### config.mk
export PLATFORM = sky130hd
export DESIGN_NAME = hyperbus_burst_splitter
export DESIGN_NICKNAME = d
export VERILOG_FILES = /design/src/rtl/hyperbus_pkg.sv /design/src/rtl/hyperbus_chunk_calc.sv /design/src/rtl/hyperbus_burst_splitter.sv
export SDC_FILE = /design/constraint.sdc
export NUM_CORES = 1
export LEC_CHECK = 0
export ABC_AREA = 1
export BUFFER_PORTS_ARGS = -buffer_cell sky130_fd_sc_hd__buf_2
export CAP_MARGIN = 20
export CORE_UTILIZATION = 51
export DETAILED_ROUTE_END_ITERATION = 10
export PLACE_DENSITY = 0.81
export SYNTH_ARGS = -nofsm -noshare
export SYNTH_HDL_FRONTEND = slang
export SYNTH_SLANG_ARGS = --single-unit
export TNS_END_PERCENT = 30
### constraint.sdc
create_clock -name clk_sys_i -period 12.6 [get_ports clk_sys_i]
set_input_delay 1.26 -clock clk_sys_i [delete_from_list [all_inputs] [get_ports clk_sys_i]]
set_output_delay 1.26 -clock clk_sys_i [all_outputs]
set_load 0.05 [all_outputs]
### src/rtl/hyperbus_pkg.sv
// Shared types and default geometry for the HyperBus burst splitter.
// The packed command struct mirrors the splitter's output fields.
package hyperbus_pkg;

  localparam int HB_AXI_AW      = 32;
  localparam int HB_AXI_IW      = 10;
  localparam int HB_BURST_WIDTH = 9;
  localparam int HB_PAGE_BITS   = 10;
  localparam int HB_MAX_BEATS   = 64;
  localparam int PAGE_BYTES     = 1 << HB_PAGE_BITS;

  typedef struct packed {
    logic [HB_AXI_AW-1:0]      addr;
    logic [HB_BURST_WIDTH-1:0] beats_m1;
    logic [2:0]                size;
    logic                      write;
    logic [HB_AXI_IW-1:0]      id;
    logic                      first;
    logic                      last;
  } hyperbus_split_cmd_t;

  typedef enum logic [0:0] {
    IDLE = 1'b0,
    BUSY = 1'b1
  } split_state_e;

endpackage

### src/rtl/hyperbus_chunk_calc.sv
// Combinational sizing of one sub-burst: limited by the remaining beats,
// the distance to the next page boundary and MAX_BEATS.
module hyperbus_chunk_calc #(
  parameter int AXI_AW      = 32,
  parameter int BURST_WIDTH = 9,
  parameter int PAGE_BITS   = 10,
  parameter int MAX_BEATS   = 64
) (
  input  logic [AXI_AW-1:0]      i_cur_addr,
  input  logic [BURST_WIDTH-1:0] i_remaining,
  input  logic [2:0]             i_size,
  output logic [BURST_WIDTH-1:0] o_beats,
  output logic [AXI_AW-1:0]      o_next_addr,
  output logic                   o_is_last
);

  // Wide enough for a full page count (size 0) and for 256 beats.
  localparam int W0     = (PAGE_BITS + 1 > BURST_WIDTH) ? PAGE_BITS + 1 : BURST_WIDTH;
  localparam int CALC_W = (W0 > 9) ? W0 : 9;
  localparam logic [CALC_W-1:0] PAGE_SPAN = CALC_W'(1) << PAGE_BITS;
  localparam logic [CALC_W-1:0] MAX_B     = CALC_W'(MAX_BEATS);

  logic [AXI_AW-1:0]    w_mask;
  logic [AXI_AW-1:0]    w_aligned;
  logic [PAGE_BITS-1:0] w_off;
  logic [CALC_W-1:0]    w_to_page;
  logic [CALC_W-1:0]    w_rem;
  logic [CALC_W-1:0]    w_min_a;
  logic [CALC_W-1:0]    w_beats;

  assign w_mask    = ~((AXI_AW'(1) << i_size) - AXI_AW'(1));
  assign w_aligned = i_cur_addr & w_mask;
  assign w_off     = w_aligned[PAGE_BITS-1:0];
  assign w_to_page = (PAGE_SPAN - CALC_W'(w_off)) >> i_size;
  assign w_rem     = CALC_W'(i_remaining);
  assign w_min_a   = (w_rem < w_to_page) ? w_rem : w_to_page;
  assign w_beats   = (w_min_a < MAX_B) ? w_min_a : MAX_B;

  assign o_beats     = BURST_WIDTH'(w_beats);
  // Later chunks restart from the aligned address, dropping any unaligned offset.
  assign o_next_addr = w_aligned + (AXI_AW'(o_beats) << i_size);
  assign o_is_last   = (w_beats == w_rem);

endmodule

### src/rtl/hyperbus_burst_splitter.sv
// Splits one AXI INCR command into sub-bursts that never cross a page and
// never exceed MAX_BEATS beats, for the HyperBus macro command port.
module hyperbus_burst_splitter
  import hyperbus_pkg::*;
#(
  parameter int AXI_AW      = HB_AXI_AW,
  parameter int AXI_IW      = HB_AXI_IW,
  parameter int BURST_WIDTH = HB_BURST_WIDTH,
  parameter int PAGE_BITS   = HB_PAGE_BITS,
  parameter int MAX_BEATS   = HB_MAX_BEATS
) (
  input  logic                   clk_sys_i,
  input  logic                   rst_i,
  input  logic                   in_valid_i,
  output logic                   in_ready_o,
  input  logic [AXI_AW-1:0]      in_addr_i,
  input  logic [7:0]             in_len_i,
  input  logic [2:0]             in_size_i,
  input  logic                   in_write_i,
  input  logic [AXI_IW-1:0]      in_id_i,
  output logic                   out_valid_o,
  input  logic                   out_ready_i,
  output logic [AXI_AW-1:0]      out_addr_o,
  output logic [BURST_WIDTH-1:0] out_beats_m1_o,
  output logic [2:0]             out_size_o,
  output logic                   out_write_o,
  output logic [AXI_IW-1:0]      out_id_o,
  output logic                   out_first_o,
  output logic                   out_last_o,
  output split_state_e           dbg_state_o
);

  // Handshakes: a transfer happens on a rising edge where valid & ready are
  // both high; valid never drops and its fields never change until then.

  split_state_e           r_state;
  logic [AXI_AW-1:0]      r_cur_addr;
  logic [BURST_WIDTH-1:0] r_remaining;
  logic [2:0]             r_size;
  logic                   r_write;
  logic [AXI_IW-1:0]      r_id;
  logic                   r_first;

  logic [BURST_WIDTH-1:0] w_beats;
  logic [AXI_AW-1:0]      w_next_addr;
  logic                   w_is_last;
  logic                   w_busy;

  hyperbus_chunk_calc #(
    .AXI_AW      (AXI_AW),
    .BURST_WIDTH (BURST_WIDTH),
    .PAGE_BITS   (PAGE_BITS),
    .MAX_BEATS   (MAX_BEATS)
  ) u_chunk_calc (
    .i_cur_addr  (r_cur_addr),
    .i_remaining (r_remaining),
    .i_size      (r_size),
    .o_beats     (w_beats),
    .o_next_addr (w_next_addr),
    .o_is_last   (w_is_last)
  );

  always_ff @(posedge clk_sys_i) begin
    if (rst_i) begin
      r_state     <= IDLE;
      r_cur_addr  <= '0;
      r_remaining <= '0;
      r_size      <= '0;
      r_write     <= 1'b0;
      r_id        <= '0;
      r_first     <= 1'b0;
    end else begin
      case (r_state)
        IDLE: begin
          if (in_valid_i) begin
            r_state     <= BUSY;
            r_cur_addr  <= in_addr_i;
            r_remaining <= BURST_WIDTH'(in_len_i) + BURST_WIDTH'(1);
            r_size      <= in_size_i;
            r_write     <= in_write_i;
            r_id        <= in_id_i;
            r_first     <= 1'b1;
          end
        end
        BUSY: begin
          if (out_ready_i) begin
            r_first <= 1'b0;
            if (w_is_last) begin
              r_state <= IDLE;
            end else begin
              r_cur_addr  <= w_next_addr;
              r_remaining <= r_remaining - w_beats;
            end
          end
        end
        default: r_state <= IDLE;
      endcase
    end
  end

  assign w_busy = (r_state == BUSY);

  assign in_ready_o     = ~w_busy;
  assign out_valid_o    = w_busy;
  assign out_addr_o     = r_cur_addr;
  // Gated in IDLE so an empty remaining count never shows as all-ones.
  assign out_beats_m1_o = w_busy ? (w_beats - BURST_WIDTH'(1)) : '0;
  assign out_size_o     = r_size;
  assign out_write_o    = r_write;
  assign out_id_o       = r_id;
  assign out_first_o    = r_first;
  assign out_last_o     = w_busy & w_is_last;
  assign dbg_state_o    = r_state;

endmodule

==> flow_metrics.tcl, run 1 <==
set metrics [dict create \
    synth_area_per_cell_um2 6.173 \
    crit_slowest_cell "dfxtp_1" \
    setup.worst_path.class "flop to output port" \
    syn_inst 888 \
    leakage_nw 3.298 \
    p_seq_frac 0.238 \
    met3_usage 0.06741 \
    clock_latency_ns 0.35 \
    area_growth_pct 15.41 \
    max_slew.worst_pin.slew_ns 0.9737 \
    ios 118 \
    die_y_um 105.7 \
    clk_pin_slew_ns 0.07 \
    synth-edff-count 0 \
    synth.distinct_cells 51 \
    grt_util_met1 0.3958 \
    row_count 37 \
    grt_pass1_wl_um 27160 \
    fillers 1037 \
    syn-cell-area_um2 5482 \
    timing.fmax_mhz 122.8 \
    path_max_fanout 24 \
    finalSetupViolations 0 \
    skew_ns 0.01143 \
    viasPerCell 5.547 \
    start_kind "flop" \
    cts_sinks 57 \
    layout-drive-gt1-share 0.1826 \
    cts_buffers 9 \
    grt_setup_unrepaired "false" \
    intPower_uw 481.0 \
    hold_path.class "flop to flop" \
    die_area_um2 11170 \
    io_buffers 117 \
    netSwitchingFraction 0.4910 \
    gr-usage-met2 0.4869 \
    pwr-share-clk 0.217 \
    cts_buffer_depth 2 \
    grt.overflow.total 0 \
    die_x_um 105.7 \
    maxCapViolations 0 \
    cts_resized 0 \
    fin_crit_ns 8.144 \
    h-tree-depth 3 \
    fin_crit_sh 0.6463 \
    grt_max_degree 49 \
    final_common_cell "nand2_1" \
    ys_ff_latch 57 \
    post_cts_buffers 0 \
    fin_tns_setup_ns 0 \
    slew_headroom 0.3500 \
    hold_buffers 0 \
    wl_per_cell_um 14.62 \
    place.gp.congestion 0.9641 \
    mostFrequentLayoutCells "nand2_1 (191), buf_2 (117), nor2_1 (104)" \
    p_comb_frac 0.546 \
    antenna_found_initial 0 \
    num_vias 6224 \
    busiest_layer "met2" \
    antenna_left 0 \
    hold_viol_final 0 \
    yosys_warnings 0 \
    worstPathRequired_ns 11.34 \
    outcome "complete, no violations" \
    wl_um 16410 \
    slew_violations 0 \
    cpMostUsedCell "nand2_1" \
    grt.total_usage 0.3020 \
    fin_util 0.6100 \
    netSwitchingPower_uw 464.0 \
    max-vdd-ir-drop_uv 70.05 \
    firstDrtPassIters 6 \
    ys.flop_type "dfxtp_1" \
    grt_pass1_vias 5720 \
    pwr_density_cell_nw_per_um2 149.4 \
    cp-end-kind "output port" \
    crit_buf_inv 6 \
    max_stage_delay_ns 0.82 \
    diodes 0 \
    seq_area_frac_synth 0.2082 \
    crit_arrival_ns 6.88 \
    drc_errors 0 \
    async_flop_share 0 \
    core_region_area_um2 10370 \
    critPathTopFamily "simple AND/OR/NAND/NOR gates" \
    start_util 0.5286 \
    tritoncts "yes" \
    place_hpwl_um 12390 \
    final_net_count 1077 \
    drt-initial-drc-count 445 \
    root_buffer "clkbuf_8" \
]
==> path summary, 6_finish.rpt <==
check                startpoint  slack [ns]  cells after the start              to
setup / recovery  out_size_o[0]        4.46                     28      out_last_o
setup reg to reg  out_size_o[0]        4.53                     40  out_addr_o[30]
hold / removal      out_first_o        0.47                      2     out_first_o
hold reg to reg     out_first_o        0.47                      2     out_first_o
==> through the flow <==
step           std cells  hold WS (ns)  instance area [µm²]  worst slack (ns)  power [mW]
2_1_floorplan        889        0.4714                 5485             5.890      0.6284
3_3_place_gp        1106        0.4548                 6096             4.986      0.7274
3_5_place_dp        1106        0.4585                 6096             4.738      0.7341
4_1_cts             1122        0.4742                 6326             4.591      0.9403
5_1_grt             1122        0.4951                 6326             3.643       1.010
6_report            1122        0.4719                 6326             4.456      0.9450
==> cell type report <==
type                       instances  area [µm²]  area share
clock buffer                      12       155.1     0.02453
tap                              136       170.2     0.02690
inverter                         101       379.1     0.05993
timing repair buffer             122       623.1     0.09850
sequential                        57        1141      0.1804
multi-input combinational        690        3782      0.5979
clock inverter                     4       75.07     0.01187
==> layer usage <==
layer	vias up	routed length, µm
li1	3144	-
met1	2787	7191
met2	261	7486
met3	32	1411
met4	0	320
met5	-	0
==> power by group through the flow <==
stage	clock network [mW]	registers (mW)	logic, mW
6_report	0.205	0.225	0.515
5_1_grt	0.213	0.227	0.570
4_1_cts	0.207	0.224	0.510
3_5_place_dp	0	0.228	0.506
3_3_place_gp	0	0.227	0.500
2_1_floorplan	0	0.272	0.357
==> cell usage after synthesis, types with 5 or more instances <==
cell      count  area, µm²
a21oi_1      67      335.3
o211ai_1     15      112.6
inv_2         9      33.78
nand4_1       9      56.30
ha_1         36      450.4
o21bai_1      7      52.55
clkbuf_1     31      116.4
nand3_2       6      60.06
nor2_2        7      43.79
xor2_1       12      105.1
nand3_1      63      315.3
inv_1        90      337.8
o21ai_1      10      50.05
xnor2_1      10      87.58
a31oi_1       9      56.30
o21ai_0      73      365.4
nor2_1      104      390.4
nor3_1       12      60.06
dfxtp_1      57       1141
nand2_2       5      31.28
nand2_1     191      716.9
==> registers in the layout (all words and copies together), names as in the netlist <==
| register | count |
|---|---|
| out_id_o | 10 |
| dbg_state_o | 1 |
| out_write_o | 1 |
| out_first_o | 1 |
| out_size_o | 3 |
| r_remaining | 9 |
| out_addr_o | 32 |
==> cells by family after synthesis <==
logic type,after synthesis,share of synthesized area
compound gates,208,0.2184
xor+xnor,22,0.03515
fa+ha+maj,38,0.08948
buf+inv,142,0.1025
flops,57,0.2082
other cells,2,0.001370
simple gates,419,0.3449
==> worst min-delay path: cells and delay by family (launching register included) <==
family / cells / cell delay, ns
simple gates: 1 / 0.06
compound gates: 1 / 0.05
flops: 1 / 0.32
No activity file was read; power rests on OpenSTA's default activity.
==> inputs of run 2 (changes only) <==
- ABC_AREA: 1 -> 0
- clock period: 12.6 -> 7.9 ns (I/O delays scaled with it)
==> flow_metrics.tcl, run 2 <==
set metrics [dict create \
    async_flop_share 0 \
    pwr-share-clk 0.241 \
    path_max_fanout 7 \
    finalSetupViolations 0 \
    setup.worst_path.class "flop to flop" \
    root_buffer "clkbuf_16" \
    diodes 0 \
    yosys_warnings 0 \
    drt-initial-drc-count 565 \
    die_y_um 109.1 \
    layout-drive-gt1-share 0.2949 \
    hold_buffers 0 \
    h-tree-depth 3 \
    p_seq_frac 0.203 \
    viasPerCell 6.316 \
    slew_violations 0 \
    largest_register_ffs 32 \
    antenna_left 0 \
    skew_ns 0.007219 \
    outcome "complete, no violations" \
    max_stage_delay_ns 0.45 \
    cpMostUsedCell "a21o_1" \
    layout.cells.non_filler 1103 \
    met1_length_um 8332 \
    leakage_nw 3.402 \
    place.gp.congestion 0.9430 \
    crit_buf_inv 3 \
    grt.overflow.total 0 \
    core_region_area_um2 10980 \
    dp.cells 1069 \
    synth-edff-count 0 \
    seq_area_frac_synth 0.1952 \
    antenna_found_initial 0 \
    p_comb_frac 0.556 \
    final_net_count 1054 \
    wl_um 20440 \
    yosysTopAreaCell "dfxtp_1" \
    wl_met2_um 9630 \
    die_x_um 109.1 \
    ios 118 \
    fin_crit_ns 7.694 \
    ys.flop_type "dfxtp_1" \
    pwr_density_cell_nw_per_um2 237.4 \
    max-vdd-ir-drop_uv 181.2 \
    fillers 896 \
    fin_crit_sh 0.9739 \
    yosys-top-cells-count "nand2_1 (88), nor2_1 (78), a21oi_1 (77)" \
    area_growth_pct 29.82 \
    clk_pin_slew_ns 0.06 \
    max_slew.worst_pin.slew_ns 1.030 \
    holdWs_ns 0.4502 \
    netlist.area_leader.share 0.1952 \
    grt_max_degree 60 \
    crit_slowest_cell "or3_4" \
    timing.fmax_mhz 130.0 \
    fin_util 0.6908 \
    yosysMostFrequentCell "nand2_1" \
    grt_pass1_wl_um 31620 \
    power_mw 1.801 \
    start_kind "flop" \
    maxCapViolations 0 \
    row_count 38 \
    ys_ff_latch 57 \
    hold_viol_final 0 \
    cts_buffer_depth 2 \
    io_buffers 117 \
    drc_errors 0 \
    grt_pass1_vias 6392 \
    intPower_uw 993.9 \
    syn-cell-area_um2 5844 \
    cts_buffers 9 \
    worstPathRequired_ns 8.16 \
    final_common_cell "buf_2" \
    crit_arrival_ns 7.95 \
    synth_area_per_cell_um2 7.197 \
    critPathTopFamily "compound AO/OA/AOI/OAI gates" \
    firstDrtPassIters 7 \
    netSwitchingPower_uw 807.4 \
    place_hpwl_um 14440 \
    synth.distinct_cells 82 \
    wl_met3_um 1856 \
    start_util 0.5321 \
    netSwitchingFraction 0.4482 \
    slew_headroom 0.3132 \
    num_vias 6967 \
    topRoutingLayerUsed "met4" \
    syn_inst 812 \
    clock_latency_ns 0.34 \
    cp-end-kind "flop" \
    die_area_um2 11890 \
    grt.total_usage 0.3377 \
    cts_sinks 57 \
    hold_path.class "flop to flop" \
    mostFrequentLayoutCells "buf_2 (117), nand2_1 (85), nor2_1 (73)" \
    wl_per_cell_um 18.53 \
    synthTopCellsByArea "dfxtp_1 (20%), ha_1 (7.7%), a21oi_1 (6.6%), nand2_1 (5.7%), nor2_1 (5.0%)" \
    tritoncts "yes" \
]
-- run 2: cell count changes in the layout (fill, tap and decap cells not counted), moves of 24 or more --
cell and delta:
o21ai_0 -42, nand2_1 -106, nand3_1 -39, buf_4 +63
inv_1 -64, nor2_1 -31, a211oi_1 +24
-- run 2: power groups by stage --
| stage | Clock [mW] | Sequential (mW) | Combinational, mW |
|---|---|---|---|
| after detailed placement | 0 | 0.367 | 0.901 |
| final | 0.433 | 0.366 | 1.00 |
| after global placement | 0 | 0.367 | 0.895 |
| after global routing | 0.447 | 0.369 | 1.08 |
| after floorplan | 0 | 0.438 | 0.588 |
| after CTS | 0.434 | 0.361 | 0.914 |
-- run 2: routing by layer --
metal	up-vias	track usage
met1	3216	0.4316
met3	65	0.06993
met5	-	0
li1	3306	-
met4	0	0.1554
met2	380	0.5413
-- run 2: layout make-up --
cell class                      count  area, µm²  area share
Clock buffer                        9      225.2     0.02968
Clock inverter                      7      101.3     0.01336
Inverter                           33      126.4     0.01666
Multi-Input combinational cell    671       4698      0.6192
Sequential cell                    57       1154      0.1520
Tap cell                          140      175.2     0.02309
Timing Repair Buffer              186       1107      0.1459
-- run 2: cell families after synthesis --
group,after synthesis,synth area share
compound gates,272,0.3177
flops,57,0.1952
buf+inv,85,0.05738
mux,26,0.04646
xor+xnor,38,0.05695
simple gates,294,0.2411
fa+ha+maj,38,0.08392
other cells,2,0.001285
-- run 2: worst min-delay path: cells and delay by family, from the launching register on --
kind / cells / cell delay (ns)
flops: 1 / 0.30
simple gates: 1 / 0.05
compound gates: 1 / 0.05
-- run 2: timing repair --
action	CTS	global route
pin swaps	0	23
gates resized for setup	3	48
endpoints found under the setup margin	2	19
buffers inserted	0	18
-- run 2: worst paths after layout --
check,from,end,slack [ns],depth (start not counted)
worst max register to register,out_size_o[1],out_addr_o[29],0.21,35
worst max-delay path,out_size_o[1],out_addr_o[29],0.21,35
worst min-delay path,out_id_o[3],out_id_o[3],0.45,2
worst min register to register,out_id_o[3],out_id_o[3],0.45,2
-- run 2: metrics by stage --
step,instance area [µm²],worst slack (ns),setup TNS [ns]
5_1_grt,7587,-0.1431,-0.7847
3_5_place_dp,6898,0.02522,0
2_1_floorplan,6026,0.01145,0
4_1_cts,7234,0.02678,0
3_3_place_gp,6898,0.2143,0
6_report,7587,0.2065,0
==> inputs of run 3 (changes only) <==
- BUFFER_PORTS_ARGS: -buffer_cell sky130_fd_sc_hd__buf_2 -> not set
- DONT_BUFFER_PORTS: not set -> 1
- PLACE_DENSITY: 0.81 -> 0.72
==> flow_metrics.tcl, run 3 (same netlist as run 2, synthesis figures left out) <==
set metrics [dict create \
    outcome "complete, no violations" \
    topRoutingLayerUsed "met4" \
    slew_headroom 0.3415 \
    antenna_found_initial 0 \
    regToRegStartpoint "out_size_o[1]" \
    min_to "out_addr_o[20]" \
    viasPerCell 6.430 \
    grt.overflow.total 0 \
    start_kind "flop" \
    area_growth_pct 25.78 \
    h-tree-depth 3 \
    finalSetupViolations 0 \
    crit_slowest_cell "or4b_4" \
    place_hpwl_um 15450 \
    cts_buffers 9 \
    largest_register_ffs 32 \
    grt_setup_unrepaired "true" \
    path_max_fanout 8 \
    grt.total_usage 0.3514 \
    root_buffer "clkbuf_16" \
    met1_length_um 8652 \
    die_area_um2 11890 \
    leakage_nw 3.120 \
    wl_met3_um 1530 \
    row_count 38 \
    fin_crit_sh 0.9743 \
    firstDrtPassIters 5 \
    slew_violations 0 \
    cts_sinks 57 \
    drt-initial-drc-count 492 \
    grt_pass1_wl_um 32150 \
    tritoncts "yes" \
    hold_path.class "input port to flop" \
    max-vdd-ir-drop_uv 154.4 \
    netSwitchingPower_uw 798.7 \
    multiInputGateArea_um2 4723 \
    power_mw 1.797 \
    reg2regPathDepth 33 \
    whs_path_depth 1 \
    r2r_setup_slack_ns 0.20 \
    worstPathRequired_ns 8.13 \
    holdWs_ns 0.5192 \
    seq_area_um2 1156 \
    wl_um 20470 \
    fillers 942 \
    max_slew.worst_pin.slew_ns 0.9878 \
    p_seq_frac 0.244 \
    place.gp.congestion 0.9636 \
    crit_arrival_ns 7.92 \
    grt_pass1_vias 6387 \
    grt_max_degree 61 \
    r2r-end "out_addr_o[21]" \
    design_area_um2 7351 \
    wl_per_cell_um 19.89 \
    pwr_density_cell_nw_per_um2 244.4 \
    max_stage_delay_ns 0.51 \
    mostFrequentLayoutCells "buf_4 (109), nand2_1 (85), nor2_1 (74)" \
    clk_pin_slew_ns 0.05 \
    num_vias 6616 \
    drc_errors 0 \
    ios 118 \
    die_x_um 109.1 \
    timing.fmax_mhz 129.9 \
    setup.worst_path.class "flop to flop" \
    final_common_cell "buf_4" \
    cts_buffer_depth 2 \
    intPower_uw 998.0 \
    fin_crit_ns 7.697 \
    layout-drive-gt1-share 0.2362 \
    die_y_um 109.1 \
    io_buffers 0 \
    wl_met2_um 9718 \
    clock_latency_ns 0.34 \
    diodes 0 \
    fin_tns_setup_ns 0 \
    pwr-share-clk 0.232 \
    place_area_um2 6749 \
    cp-startpoint "out_size_o[1]" \
    cp-end-kind "flop" \
    final_net_count 980 \
    skew_ns 0.005261 \
    p_comb_frac 0.524 \
    hold_viol_final 0 \
    netSwitchingFraction 0.4445 \
    start_util 0.5321 \
    core_region_area_um2 10980 \
    maxCapViolations 0 \
    hold_path.startpoint "rst_i" \
    antenna_left 0 \
    hold_buffers 0 \
]
run 3: cell type report:
class                   count  area share
multi-input cells         671      0.6426
flip-flops and latches     57      0.1573
repair buffers            112      0.1164
clock buffers              12     0.03643
well taps                 140     0.02383
inverters                  33     0.01685
clock inverters             4    0.006638
run 3: repair_timing:
action                                  in CTS  in global routing
pin swaps                                    3                 23
resized for setup                            7                 43
endpoints found under the setup margin       8                 19
setup buffers                                0                  6
run 3: how the worst max path moves through the flow:
stage | cells after the start | endpoint | slack [ns]
4_1_cts | 37 | out_addr_o[21] | 0.01
5_1_grt | 36 | out_addr_o[21] | -0.08
2_1_floorplan | 36 | out_addr_o[31] | 0.01
6_report | 33 | out_addr_o[21] | 0.20
3_5_place_dp | 34 | out_addr_o[21] | -0.08
3_3_place_gp | 33 | out_addr_o[21] | 0.16
run 3: stage by stage:
stage | setup slack (ns) | utilization | cells
final | 0.2030 | 0.6693 | 1029
after global routing | -0.07759 | 0.6693 | 1029
after CTS | 0.01024 | 0.6470 | 1023
after detailed placement | -0.07823 | 0.6145 | 1007
after global placement | 0.1598 | 0.6145 | 1007
after floorplan | 0.01145 | - | 813
run 3: critical path: cells and delay by family, from the launching register on:
kind,cells,cell delay [ns]
simple gates,9,1.89
compound gates,17,3.91
flops,1,0.37
mux,1,0.30
fa+ha+maj,3,0.65
buf+inv,3,0.46
run 3: layer usage:
metal	track usage	vias up
met3	0.07173	44
li1	-	3138
met1	0.4517	3135
met4	0.1303	0
met2	0.5759	299
met5	0	-
run 3: power by group through the flow:
| stage | Sequential (mW) | Combinational (mW) | Clock (mW) |
|---|---|---|---|
| floorplan | 0.438 | 0.588 | 0 |
| global placement | 0.439 | 0.849 | 0 |
| detailed placement | 0.440 | 0.865 | 0 |
| CTS | 0.434 | 0.880 | 0.423 |
| global route | 0.442 | 1.02 | 0.435 |
| finish | 0.438 | 0.941 | 0.418 |
